==> config.mk <==
export PLATFORM = sky130hd
export DESIGN_NAME = cci_mpf_prim_ram_rd_stream_flat
export DESIGN_NICKNAME = d
export VERILOG_FILES = /design/src/rtl/cci_mpf_prim_ram_rd_stream_if.sv /design/src/rtl/cci_mpf_prim_ram_rd_stream.sv /design/src/flat_wrapper.sv
export SDC_FILE = /design/constraint.sdc
export NUM_CORES = 1
export LEC_CHECK = 0
export BUFFER_PORTS_ARGS = -buffer_cell sky130_fd_sc_hd__buf_2
export CAP_MARGIN = 40
export CELL_PAD_IN_SITES_DETAIL_PLACEMENT = 1
export CELL_PAD_IN_SITES_GLOBAL_PLACEMENT = 2
export CORE_MARGIN = 1
export CORE_UTILIZATION = 39
export CTS_CLUSTER_DIAMETER = 30
export CTS_CLUSTER_SIZE = 12
export DETAILED_ROUTE_END_ITERATION = 8
export PLACE_DENSITY_LB_ADDON = 0.1
export SLEW_MARGIN = 20
export SYNTH_ARGS = -nofsm -noshare
export SYNTH_HDL_FRONTEND = slang
export SYNTH_SLANG_ARGS = --single-unit
==> constraint.sdc <==
create_clock -name clk -period 7.9 [get_ports clk]
set_input_delay 0.395 -clock clk [delete_from_list [all_inputs] [get_ports clk]]
set_output_delay 0.395 -clock clk [all_outputs]
set_load 0.1 [all_outputs]
==> src/rtl/cci_mpf_prim_ram_rd_stream_if.sv <==
// Request/response handshake between a consumer pipeline and the RAM read stream.
// master = consumer side, slave = the read-stream block.
interface cci_mpf_prim_ram_rd_stream_if #(
  parameter int N_ADDR_BITS = 5,
  parameter int N_DATA_BITS = 64
);
  logic                   req_en;
  logic [N_ADDR_BITS-1:0] req_addr;
  logic                   req_rdy;
  logic                   rsp_valid;
  logic [N_DATA_BITS-1:0] rsp_data;
  logic                   rsp_deq;

  modport master (
    output req_en, req_addr, rsp_deq,
    input  req_rdy, rsp_valid, rsp_data
  );

  modport slave (
    input  req_en, req_addr, rsp_deq,
    output req_rdy, rsp_valid, rsp_data
  );
endinterface

==> src/rtl/cci_mpf_prim_ram_rd_stream.sv <==
// Credit-managed read client for a fixed-latency simple dual-port RAM with an
// in-order response buffer. Define CCI_MPF_PRIM_RAM_RD_STREAM_BYPASS_EN to let
// RAM data skip an empty buffer and reach rsp_data one cycle earlier.
module cci_mpf_prim_ram_rd_stream #(
  parameter int N_ENTRIES      = 32,
  parameter int N_DATA_BITS    = 64,
  parameter int N_READ_LATENCY = 1,
  parameter int N_BUF_ENTRIES  = N_READ_LATENCY + 2
) (
  input  logic                           clk,
  input  logic                           reset,
  cci_mpf_prim_ram_rd_stream_if.slave    rd,
  output logic [$clog2(N_ENTRIES)-1:0]   ram_raddr,
  input  logic [N_DATA_BITS-1:0]         ram_rdata
);

  localparam int N_CNT_BITS = $clog2(N_BUF_ENTRIES + 1);
  localparam int N_PTR_BITS = $clog2(N_BUF_ENTRIES);

  typedef logic [N_PTR_BITS-1:0] t_ptr;
  typedef logic [N_CNT_BITS-1:0] t_cnt;

  localparam t_ptr LAST_PTR = t_ptr'(N_BUF_ENTRIES - 1);
  localparam t_cnt CNT_MAX  = t_cnt'(N_BUF_ENTRIES);

  // cnt_reg counts every read the buffer must eventually hold: in flight + buffered.
  t_cnt                      cnt_reg;
  t_cnt                      buf_cnt_reg;
  t_ptr                      head_reg;
  t_ptr                      tail_reg;
  logic [N_READ_LATENCY-1:0] valid_pipe_reg;
  logic [N_DATA_BITS-1:0]    buf_mem [N_BUF_ENTRIES];

  logic                      accept;
  logic                      deq_ok;
  logic                      buf_empty;
  logic                      rsp_arrive;
  logic                      buf_wr;
  logic                      buf_rd;
  logic [N_READ_LATENCY:0]   pipe_in;

  function automatic t_ptr next_ptr(input t_ptr p);
    return (p == LAST_PTR) ? '0 : p + 1'b1;
  endfunction

  assign ram_raddr  = rd.req_addr;
  assign rd.req_rdy = !reset && (cnt_reg < CNT_MAX);
  assign accept     = rd.req_en && rd.req_rdy;
  assign buf_empty  = (buf_cnt_reg == '0);
  assign rsp_arrive = valid_pipe_reg[N_READ_LATENCY-1];
  assign pipe_in    = {valid_pipe_reg, accept};

`ifdef CCI_MPF_PRIM_RAM_RD_STREAM_BYPASS_EN
  logic rsp_bypass;

  // An arriving response with nothing older buffered goes straight out.
  assign rsp_bypass   = rsp_arrive && buf_empty && !reset;
  assign rd.rsp_valid = !reset && (!buf_empty || rsp_arrive);
  assign rd.rsp_data  = buf_empty ? ram_rdata : buf_mem[head_reg];
  assign deq_ok       = rd.rsp_deq && rd.rsp_valid;
  assign buf_wr       = rsp_arrive && !(rsp_bypass && deq_ok);
  assign buf_rd       = deq_ok && !rsp_bypass;
`else
  assign rd.rsp_valid = !reset && !buf_empty;
  assign rd.rsp_data  = buf_mem[head_reg];
  assign deq_ok       = rd.rsp_deq && rd.rsp_valid;
  assign buf_wr       = rsp_arrive;
  assign buf_rd       = deq_ok;
`endif

  always_ff @(posedge clk) begin
    if (buf_wr) begin
      buf_mem[tail_reg] <= ram_rdata;
    end
  end

  always_ff @(posedge clk) begin
    if (reset) begin
      cnt_reg        <= '0;
      buf_cnt_reg    <= '0;
      head_reg       <= '0;
      tail_reg       <= '0;
      valid_pipe_reg <= '0;
    end else begin
      valid_pipe_reg <= pipe_in[N_READ_LATENCY-1:0];

      if (buf_wr) tail_reg <= next_ptr(tail_reg);
      if (buf_rd) head_reg <= next_ptr(head_reg);

      case ({buf_wr, buf_rd})
        2'b10:   buf_cnt_reg <= buf_cnt_reg + 1'b1;
        2'b01:   buf_cnt_reg <= buf_cnt_reg - 1'b1;
        default: buf_cnt_reg <= buf_cnt_reg;
      endcase

      case ({accept, deq_ok})
        2'b10:   cnt_reg <= cnt_reg + 1'b1;
        2'b01:   cnt_reg <= cnt_reg - 1'b1;
        default: cnt_reg <= cnt_reg;
      endcase
    end
  end

`ifndef SYNTHESIS
  always_ff @(posedge clk) begin
    if (!reset) begin
      assert (!(buf_wr && !buf_rd && (buf_cnt_reg == CNT_MAX)));
      assert (!(rd.rsp_deq && !rd.rsp_valid));
    end
  end
`endif

endmodule

==> src/flat_wrapper.sv <==
// flat-port wrapper written by rule: the top's interface ports become plain ports
module cci_mpf_prim_ram_rd_stream_flat 
#(
  parameter int N_ENTRIES      = 32,
  parameter int N_DATA_BITS    = 64,
  parameter int N_READ_LATENCY = 1,
  parameter int N_BUF_ENTRIES  = N_READ_LATENCY + 2
)
  (clk, reset, ram_raddr, ram_rdata, rd_req_en, rd_req_addr, rd_rsp_deq, rd_req_rdy, rd_rsp_valid, rd_rsp_data);
  cci_mpf_prim_ram_rd_stream_if #(.N_ADDR_BITS(($clog2((32)))), .N_DATA_BITS(N_DATA_BITS)) rd_i ();
  input  logic clk;
  input  logic reset;
  output logic [$clog2(N_ENTRIES)-1:0] ram_raddr;
  input  logic [N_DATA_BITS-1:0] ram_rdata;
  input wire logic [$bits(rd_i.req_en)-1:0] rd_req_en;
  input wire logic [$bits(rd_i.req_addr)-1:0] rd_req_addr;
  input wire logic [$bits(rd_i.rsp_deq)-1:0] rd_rsp_deq;
  output wire logic [$bits(rd_i.req_rdy)-1:0] rd_req_rdy;
  output wire logic [$bits(rd_i.rsp_valid)-1:0] rd_rsp_valid;
  output wire logic [$bits(rd_i.rsp_data)-1:0] rd_rsp_data;
  assign rd_i.req_en = rd_req_en;
  assign rd_i.req_addr = rd_req_addr;
  assign rd_i.rsp_deq = rd_rsp_deq;
  assign rd_req_rdy = rd_i.req_rdy;
  assign rd_rsp_valid = rd_i.rsp_valid;
  assign rd_rsp_data = rd_i.rsp_data;
  cci_mpf_prim_ram_rd_stream #(.N_ENTRIES(N_ENTRIES), .N_DATA_BITS(N_DATA_BITS), .N_READ_LATENCY(N_READ_LATENCY), .N_BUF_ENTRIES(N_BUF_ENTRIES)) u_core (.clk(clk), .reset(reset), .rd(rd_i), .ram_raddr(ram_raddr), .ram_rdata(ram_rdata));
endmodule
---- Word-level counts from Yosys, hierarchy flattened ----
Memory sizes are Yosys's and may differ from the RTL's. A register that Yosys moved wholly into a read port is not among the register bits.
Index checks and enable logic that the tools add are counted.
W data, S select, Z words.
storage, ports and cells
  register bits ........................... 9
  bits in latches ......................... 0
  RAM bits ................................ 192
  ROM bits ................................ 0
  bits of input ports ..................... 73
  output and inout bits ................... 71
  logic and storage cells ................. 36
  memories kept ........................... 1
cells by class
  $add $sub $neg .......................... 6
  multipliers ............................. 0
  divide/modulo/power cells ............... 0
  magnitude comparators ................... 1
  equality and inequality tests ........... 6
  shift operators ......................... 0
  multiplexer cells ....................... 8
  bitwise operators ....................... 0
  reduce and logical (&&, ||, !) cells .... 9
memories
  memory          depth  width  read ports  clocked after Yosys merged registers in  write ports  RTL line                          text
  u_core.buf_mem  3      64     1           1                                        1            cci_mpf_prim_ram_rd_stream.sv:32  logic [N_DATA_BITS-1:0] buf_mem [N_BUF_ENTRIES];
operators with widths
  operator               number
  $add A2 B1 Y2 const B  4
  $eq A2 B2 Y1 const B   4
  $mux W2                4
  $pmux W2 S2            2
  $eq A2 B1 Y1 const B   2
  $logic_and A1 B1 Y1    4
  $reduce_bool A2 Y1     2
  $sub A2 B1 Y2 const B  2
  $logic_not A1 Y1       2
  $logic_not A2 Y1       1
  $lt A2 B2 Y1 const B   1
  $mux W1                2

---- Logic depth before layout (Yosys ltp) ----
Gate-level depths: netlist of the first run.
  depth in word-level cells ............... 6
  gate-level depth with buffers ........... 8
  depth with buffers taken out ............ 7

---- Worst setup path after synthesis of the first run ----
Ideal clock, no wire load.
  path kind ............................... flip-flop to flip-flop
  start point ............................. register u_core.valid_pipe_reg (netlist: u_core.buf_wr)
  end point ............................... memory u_core.buf_mem[2][0], enable pin
  setup time .............................. 0.578 ns
  data arrival time ....................... 5.075 ns
  required time ........................... 7.322 ns
  path slack .............................. 2.247 ns
  cell stages (with the launch flop) ...... 3
  buffers on the path ..................... 0
  clock period less this slack ............ 5.653 ns
  path through ............................ dfxtp_1 -> inv_1 -> nor3b_1
between the ends
  word-level cells in the longest chain between the ends .. 2
ends and longest elaborated chain
  element                        RTL line                          text
  start: declaration             cci_mpf_prim_ram_rd_stream.sv:31  logic [N_READ_LATENCY-1:0] valid_pipe_reg;
  start signal: assignment       cci_mpf_prim_ram_rd_stream.sv:85  valid_pipe_reg <= pipe_in[N_READ_LATENCY-1:0];
  $mux W1                        cci_mpf_prim_ram_rd_stream.sv:72  if (buf_wr) begin
  $mux W1 (implied by the code)  cci_mpf_prim_ram_rd_stream.sv:73  buf_mem[tail_reg] <= ram_rdata;
  end: declaration               cci_mpf_prim_ram_rd_stream.sv:32
Every way passes these cells.

==> results of run 1 <==
-- where the power goes --
group | internal [uW] | switching (uW) | total (uW)
clock network | 1150 | 525 | 1680
logic | 77.2 | 364 | 441
registers | 1210 | 22.0 | 1240
total | 2440 | 911 | 3350
-- logic make-up (layout without fill, tap and decap cells) --
logic type | Yosys count | in the layout
simple gates | 82 | 82
buf+inv | 29 | 218
fa+ha+maj | 2 | 2
xor+xnor | 4 | 4
flops | 203 | 203
compound gates | 73 | 73
other cells | 0 | 1
mux | 65 | 65
-- cell usage in the layout, fill, tap and decap left out, types with 3 or more instances in the layout --
cell type / netlist / layout
edfxtp_1: 192 / 192
buf_2: 2 / 133
nand2_1: 67 / 67
o21ai_0: 66 / 66
mux2i_1: 64 / 64
clkbuf_16: 0 / 43
clkbuf_1: 12 / 9
dfxtp_1: 11 / 9
clkinvlp_4: 0 / 7
buf_4: 12 / 7
a21oi_1: 6 / 6
nor2_1: 7 / 6
clkinv_1: 0 / 5
bufinv_16: 0 / 5
clkinv_2: 0 / 4
or3_1: 3 / 3
-- metal layers --
layer | vias up | track usage (%) | routed length [um]
li1 | 2040 | - | -
met1 | 2112 | 18.2 | 6400
met2 | 121 | 29.8 | 8260
met3 | 40 | 5.23 | 1030
met4 | 2 | 6.29 | 374
met5 | - | 0 | 10
-- critical path, cell delays in order (launching register included) --
cell and delay [ns]:
dfxtp_4 0.75, buf_4 0.61, mux2i_1 0.15, o21ai_0 0.26, buf_2 0.48
-- final timing paths --
check                                   from                         endpoint  slack, ns
max reg2reg  u_core.tail_reg[0]$_SDFFE_PP0P_  u_core.buf_mem[1][24]$_DFFE_PP_       5.79
min                            ram_rdata[53]  u_core.buf_mem[1][53]$_DFFE_PP_        0.1
max                                     flop                  rd_rsp_data[25]       4.69
min reg2reg  u_core.head_reg[1]$_SDFFE_PP0N_                             flop       0.49
-- through the flow --
stage / cells / hold slack, ns
detailed placement: 832 / 0.479
global route: 907 / 0.0763
global placement: 831 / 0.459
finish: 908 / 0.0953
CTS: 907 / 0.0693
floorplan: 458 / 0.454
-- final cells by class --
type                       count  area, sq um
sequential                   203         5990
antenna                        1         2.50
multi-input combinational    226         1430
tap                          260          325
fill                        1806         8960
clock inverter                23          259
inverter                       2         7.51
timing repair buffer         141          746
clock buffer                  52         1110
==> flow_metrics.py, run 1 <==
metrics = {
    "critical_path": {
        "cp-start-kind": "flop",
        "critPathMaxFanout": 34,
        "r2r_cells": 3,
        "cp.arrival_ns": 2.81,
        "cp.required_ns": 7.51,
        "critPathKind": "flop to output pin",
        "end_kind": "output pin",
    },
    "grt": {
        "antenna_found_initial": 2,
        "grt_max_degree": 68,
        "grt_pass1_vias": 4765,
        "overflow": 0,
        "grt_first_pass_wirelength_um": 24900,
        "grt_usage_pct": 16.6,
    },
    "logic_synthesis": {
        "synth.area.mux_share_pct": 8.63,
        "synthCells": 458,
        "synth-edff-count": 192,
        "synth_simple_gate_area_share_pct": 4.41,
        "synthFlopType": "edfxtp_1",
        "synth-compound-area-share_pct": 4.84,
        "async_reset_ff_share_pct": 0,
        "ys_ff_latch": 203,
        "synth_area_per_cell_sq_um": 16.5,
        "synth_top_family_by_area": "multiplexers",
        "synthTopCellsByArea": "edfxtp_1 (76%), mux2i_1 (8.5%), o21ai_0 (4.4%)",
        "synth_top_area_share_pct": 76.3,
        "syn_nets": 533,
        "synthAdderAreaFrac_pct": 0.331,
        "synth.most_common_cell": "edfxtp_1",
        "ys_warn_count": 0,
        "synth_common_cells": "edfxtp_1 (192), nand2_1 (67), o21ai_0 (66)",
        "yosys.cell_types.count": 21,
        "ys_seq_area_share_pct": 79.3,
        "synth_area_leader_cell": "edfxtp_1",
        "syn_area_sq_mm": 0.00755,
        "yosys.area_share.xor_xnor_pct": 0.464,
    },
    "clock_network": {
        "cts_hold_buf": 0,
        "h-tree-depth": 2,
        "cts_buffers": 41,
        "cts_setup_buffers": 0,
        "cts_root_buf": "clkbuf_16",
        "clk_pin_slew_ns": 0.05,
        "clock_latency_ns": 0.50,
        "cts.repair.resized": 0,
        "cts_sinks": 203,
        "cts_tree": "yes",
        "cts_max_path_buffers": 3,
    },
    "placement": {
        "routabilityCongestion": 0.669,
        "place_area_sq_mm": 0.00850,
        "pre_cts_ws_ns": 5.12,
        "hpwl_um": 9390,
        "io_buffers": 133,
    },
    "timing": {
        "fmax_ghz": 0.312,
        "period_share_pct": 40.6,
        "setup_ws_ns": 4.69,
        "setup_viol": 0,
        "period_minus_slack_ns": 3.21,
        "hold_viol": 0,
        "clock_skew_ns": 0.00944,
        "worst-slew-pin-transition_ns": 0.776,
        "rsz0062_at_grt": "false",
        "relSlewSlack_pct": 48.3,
        "finalMaxSlewViolations": 0,
        "finalSetupTns_ns": 0,
    },
    "layout": {
        "fin_area_sq_mm": 0.00987,
        "post-route-util_pct": 52.4,
        "largest_reg_flops": 192,
        "area_growth_pct": 30.7,
        "nets": 690,
        "largest_register": "u_core.buf_mem",
        "drive_gt1_share_pct": 32.1,
    },
    "drt": {
        "routed_via_density": 4.75,
        "firstDrtPassIters": 4,
        "wl_per_cell_um": 17.7,
        "ant_nets": 0,
        "dr_total_vias": 4315,
        "drt_iter0_markers": 160,
        "wl_um": 16100,
        "drc_errors": 0,
    },
    "worst_hold_path": {
        "holdPathStages": 1,
        "hold_path_class": "input port to flop",
    },
    "job": {
        "maxCapViolations": 0,
    },
    "floorplanning": {
        "start_util_pct": 40.1,
        "die_x_um": 141,
        "core_sq_mm": 0.0188,
        "rows": 50,
        "die_y_um": 141,
        "ios": 144,
        "die_area_sq_mm": 0.0199,
    },
    "pwr": {
        "leakage_uw": 0.00339,
        "p_per_area_mw_per_mm2": 340,
        "p_total_uw": 3350,
        "ir_drop_mv": 0.178,
    },
    "status": {
        "status": "finished clean",
    },
}
Note: power is estimated with default switching activity, not from simulation.
==> run 2, diff against run 1 <==
--- a/config.mk
+++ b/config.mk
@@ -10,7 +10,7 @@
 export CELL_PAD_IN_SITES_DETAIL_PLACEMENT = 1
 export CELL_PAD_IN_SITES_GLOBAL_PLACEMENT = 2
 export CORE_MARGIN = 1
-export CORE_UTILIZATION = 39
+export CORE_UTILIZATION = 35
 export CTS_CLUSTER_DIAMETER = 30
 export CTS_CLUSTER_SIZE = 12
 export DETAILED_ROUTE_END_ITERATION = 8
==> constraint.sdc (replaced) <==
create_clock -name clk -period 2.6 [get_ports clk]
set_input_delay 0.13 -clock clk [delete_from_list [all_inputs] [get_ports clk]]
set_output_delay 0.13 -clock clk [all_outputs]
set_load 0.1 [all_outputs]
==> run 2 against run 1 <==
Net effect:
- worst hold slack worse by 0.071 ns
- wire length grew 3.5%
- first-iteration DRC count down 23%
- clock skew decreased by 0.0029 ns
- largest power group unchanged
- die area is 11% higher
- final area up 11%
- setup slack lost 4.4 ns
- largest cell class unchanged
==> flow_metrics.py, run 2 (synthesis results as in run 1) <==
metrics = {
    "critical_path": {
        "slowest_stage": "dfxtp_4",
        "rr_startpoint": "u_core.cnt_reg[0]$_SDFFE_PP0P_",
        "cp.required_ns": 2.47,
        "critPathMaxFanout": 56,
        "cp.arrival_ns": 2.19,
        "critPathKind": "flop to output pin",
        "regToRegEndpoint": "u_core.cnt_reg[1]$_SDFFE_PP0P_",
        "cp-start-kind": "flop",
        "ff2ff_setup_slack_ns": 0.96,
        "max_stage_delay_ns": 0.77,
        "end_kind": "output pin",
        "r2r_cells": 6,
        "path_cells": "buf_4 > nand2_1 > o21ai_1 > buf_2",
    },
    "clock_network": {
        "cts_root_buf": "clkbuf_16",
        "cts.repair.resized": 0,
        "cts_max_path_buffers": 3,
        "cts_buffers": 46,
        "cts_sinks": 203,
        "clk_pin_slew_ns": 0.04,
        "cts_tree": "yes",
        "h-tree-depth": 2,
        "clock_latency_ns": 0.51,
    },
    "pwr": {
        "leakage_uw": 0.00388,
        "p_int_uw": 8380,
        "seqPwrFrac_pct": 33.1,
        "p_per_area_mw_per_mm2": 1030,
        "switching_power_uw": 2930,
        "comb_power_share_pct": 13.0,
        "clockPowerShare_pct": 53.8,
        "ir_drop_mv": 0.641,
        "p_sw_share_pct": 25.9,
        "p_total_uw": 11300,
    },
    "timing": {
        "finalSetupTns_ns": 0,
        "rsz0062_at_grt": "false",
        "setup_viol": 0,
        "hold_viol": 0,
        "relSlewSlack_pct": 56.7,
        "worst-slew-pin-transition_ns": 0.650,
        "period_minus_slack_ns": 2.32,
        "period_share_pct": 89.1,
        "finalMaxSlewViolations": 0,
        "fmax_ghz": 0.432,
        "clock_skew_ns": 0.00655,
    },
    "placement": {
        "hpwl_um": 9510,
        "placed_cells": 851,
        "routabilityCongestion": 0.665,
        "io_buffers": 133,
    },
    "drt": {
        "drt_iter0_markers": 124,
        "firstDrtPassIters": 4,
        "wl_per_cell_um": 16.6,
        "routed_via_density": 4.59,
        "drc_errors": 0,
        "ant_nets": 0,
        "wl_um": 16600,
        "dr_total_vias": 4600,
    },
    "grt": {
        "antenna_found_initial": 0,
        "grt_usage_pct": 15.4,
        "grt_max_degree": 65,
        "grt_pass1_vias": 5130,
        "overflow": 0,
        "grt_first_pass_wirelength_um": 26100,
    },
    "layout": {
        "drive_gt1_share_pct": 31.5,
        "finalNonFillerCells": 1003,
        "largest_register": "u_core.buf_mem",
        "nets": 765,
        "largest_reg_flops": 192,
        "mostFrequentLayoutCells": "edfxtp_1 (192), buf_2 (133), nand2_1 (67), dlygate4sd3_1 (66), o21ai_1 (65)",
        "num_antenna_cells": 0,
        "n_fill_cell": 2033,
        "area_growth_pct": 44.8,
        "final_common_cell": "edfxtp_1",
    },
    "job": {
        "maxCapViolations": 0,
    },
    "floorplanning": {
        "rows": 53,
        "die_y_um": 149,
        "core_sq_mm": 0.0211,
        "die_x_um": 149,
        "start_util_pct": 35.8,
        "ios": 144,
        "die_area_sq_mm": 0.0222,
    },
    "worst_hold_path": {
        "holdPathStages": 4,
        "worstHoldStart": "rd_rsp_deq",
        "hold_path_class": "input port to flop",
    },
    "status": {
        "status": "finished clean",
    },
}
==> run 2: layout make-up <==
type / count / area, sq um / share of cell area, %
sequential: 203 / 5990 / 54.8
timing repair buffer: 211 / 1480 / 13.5
multi-input combinational: 226 / 1450 / 13.2
clock buffer: 52 / 1190 / 10.9
clock inverter: 34 / 469 / 4.29
tap: 275 / 344 / 3.15
inverter: 2 / 7.51 / 0.0687
==> run 2: layer usage <==
metal,global-route usage (%),part of all wire [%],vias up
met4,6.48,1.6,0
li1,-,-,2203
met5,0,0,-
met2,26.6,50,118
met1,18.3,43,2253
met3,4.04,5.4,26
==> run 2: per-stage QoR <==
stage	util [%]	setup slack (ns)	hold WS [ns]	area (sq um)
final	51.9	0.283	0.0239	10900
after global placement	40.8	0.771	0.261	8610
after detailed placement	40.8	0.777	0.261	8610
after CTS	51.9	0.211	0.0151	10900
after floorplan	-	0.0230	0.229	7590
after global routing	51.9	0.111	0.0496	10900
==> run 2: power by group through the flow <==
stage	Clock (uW)	Sequential, uW	Combinational (uW)
final	6090	3740	1470
after global routing	6390	3750	1540
after CTS	6210	3750	1490
after detailed placement	0	3800	1410
after global placement	0	3800	1390
after floorplan	0	3770	1180
==> run 2: worst max-delay path, delay by kind of cell (launching register included) <==
kind / cells / cell delay, ns
DFF: 1 / 0.77
and+or+nand+nor: 1 / 0.06
AOI/OAI and AO/OA: 1 / 0.10
buffers and inverters: 2 / 0.74
==> run 2: repair_timing <==
item,in CTS,in global routing
endpoints found under the hold margin,203,0
buffers inserted,0,0
hold buffers,66,0
==> run 2: how the worst max path moves through the flow <==
stage,start,to,slack [ns],cells past startpoint
6_report,flop,rd_rsp_data[32],0.28,4
3_3_place_gp,flop,rd_rsp_data[32],0.77,4
3_5_place_dp,flop,rd_rsp_data[28],0.78,4
2_1_floorplan,u_core.tail_reg[1]$_SDFFE_PP0P_,u_core.buf_mem[2][0]$_DFFE_PP_,0.02,1
4_1_cts,flop,rd_rsp_data[28],0.21,4
5_1_grt,flop,rd_rsp_data[11],0.11,4
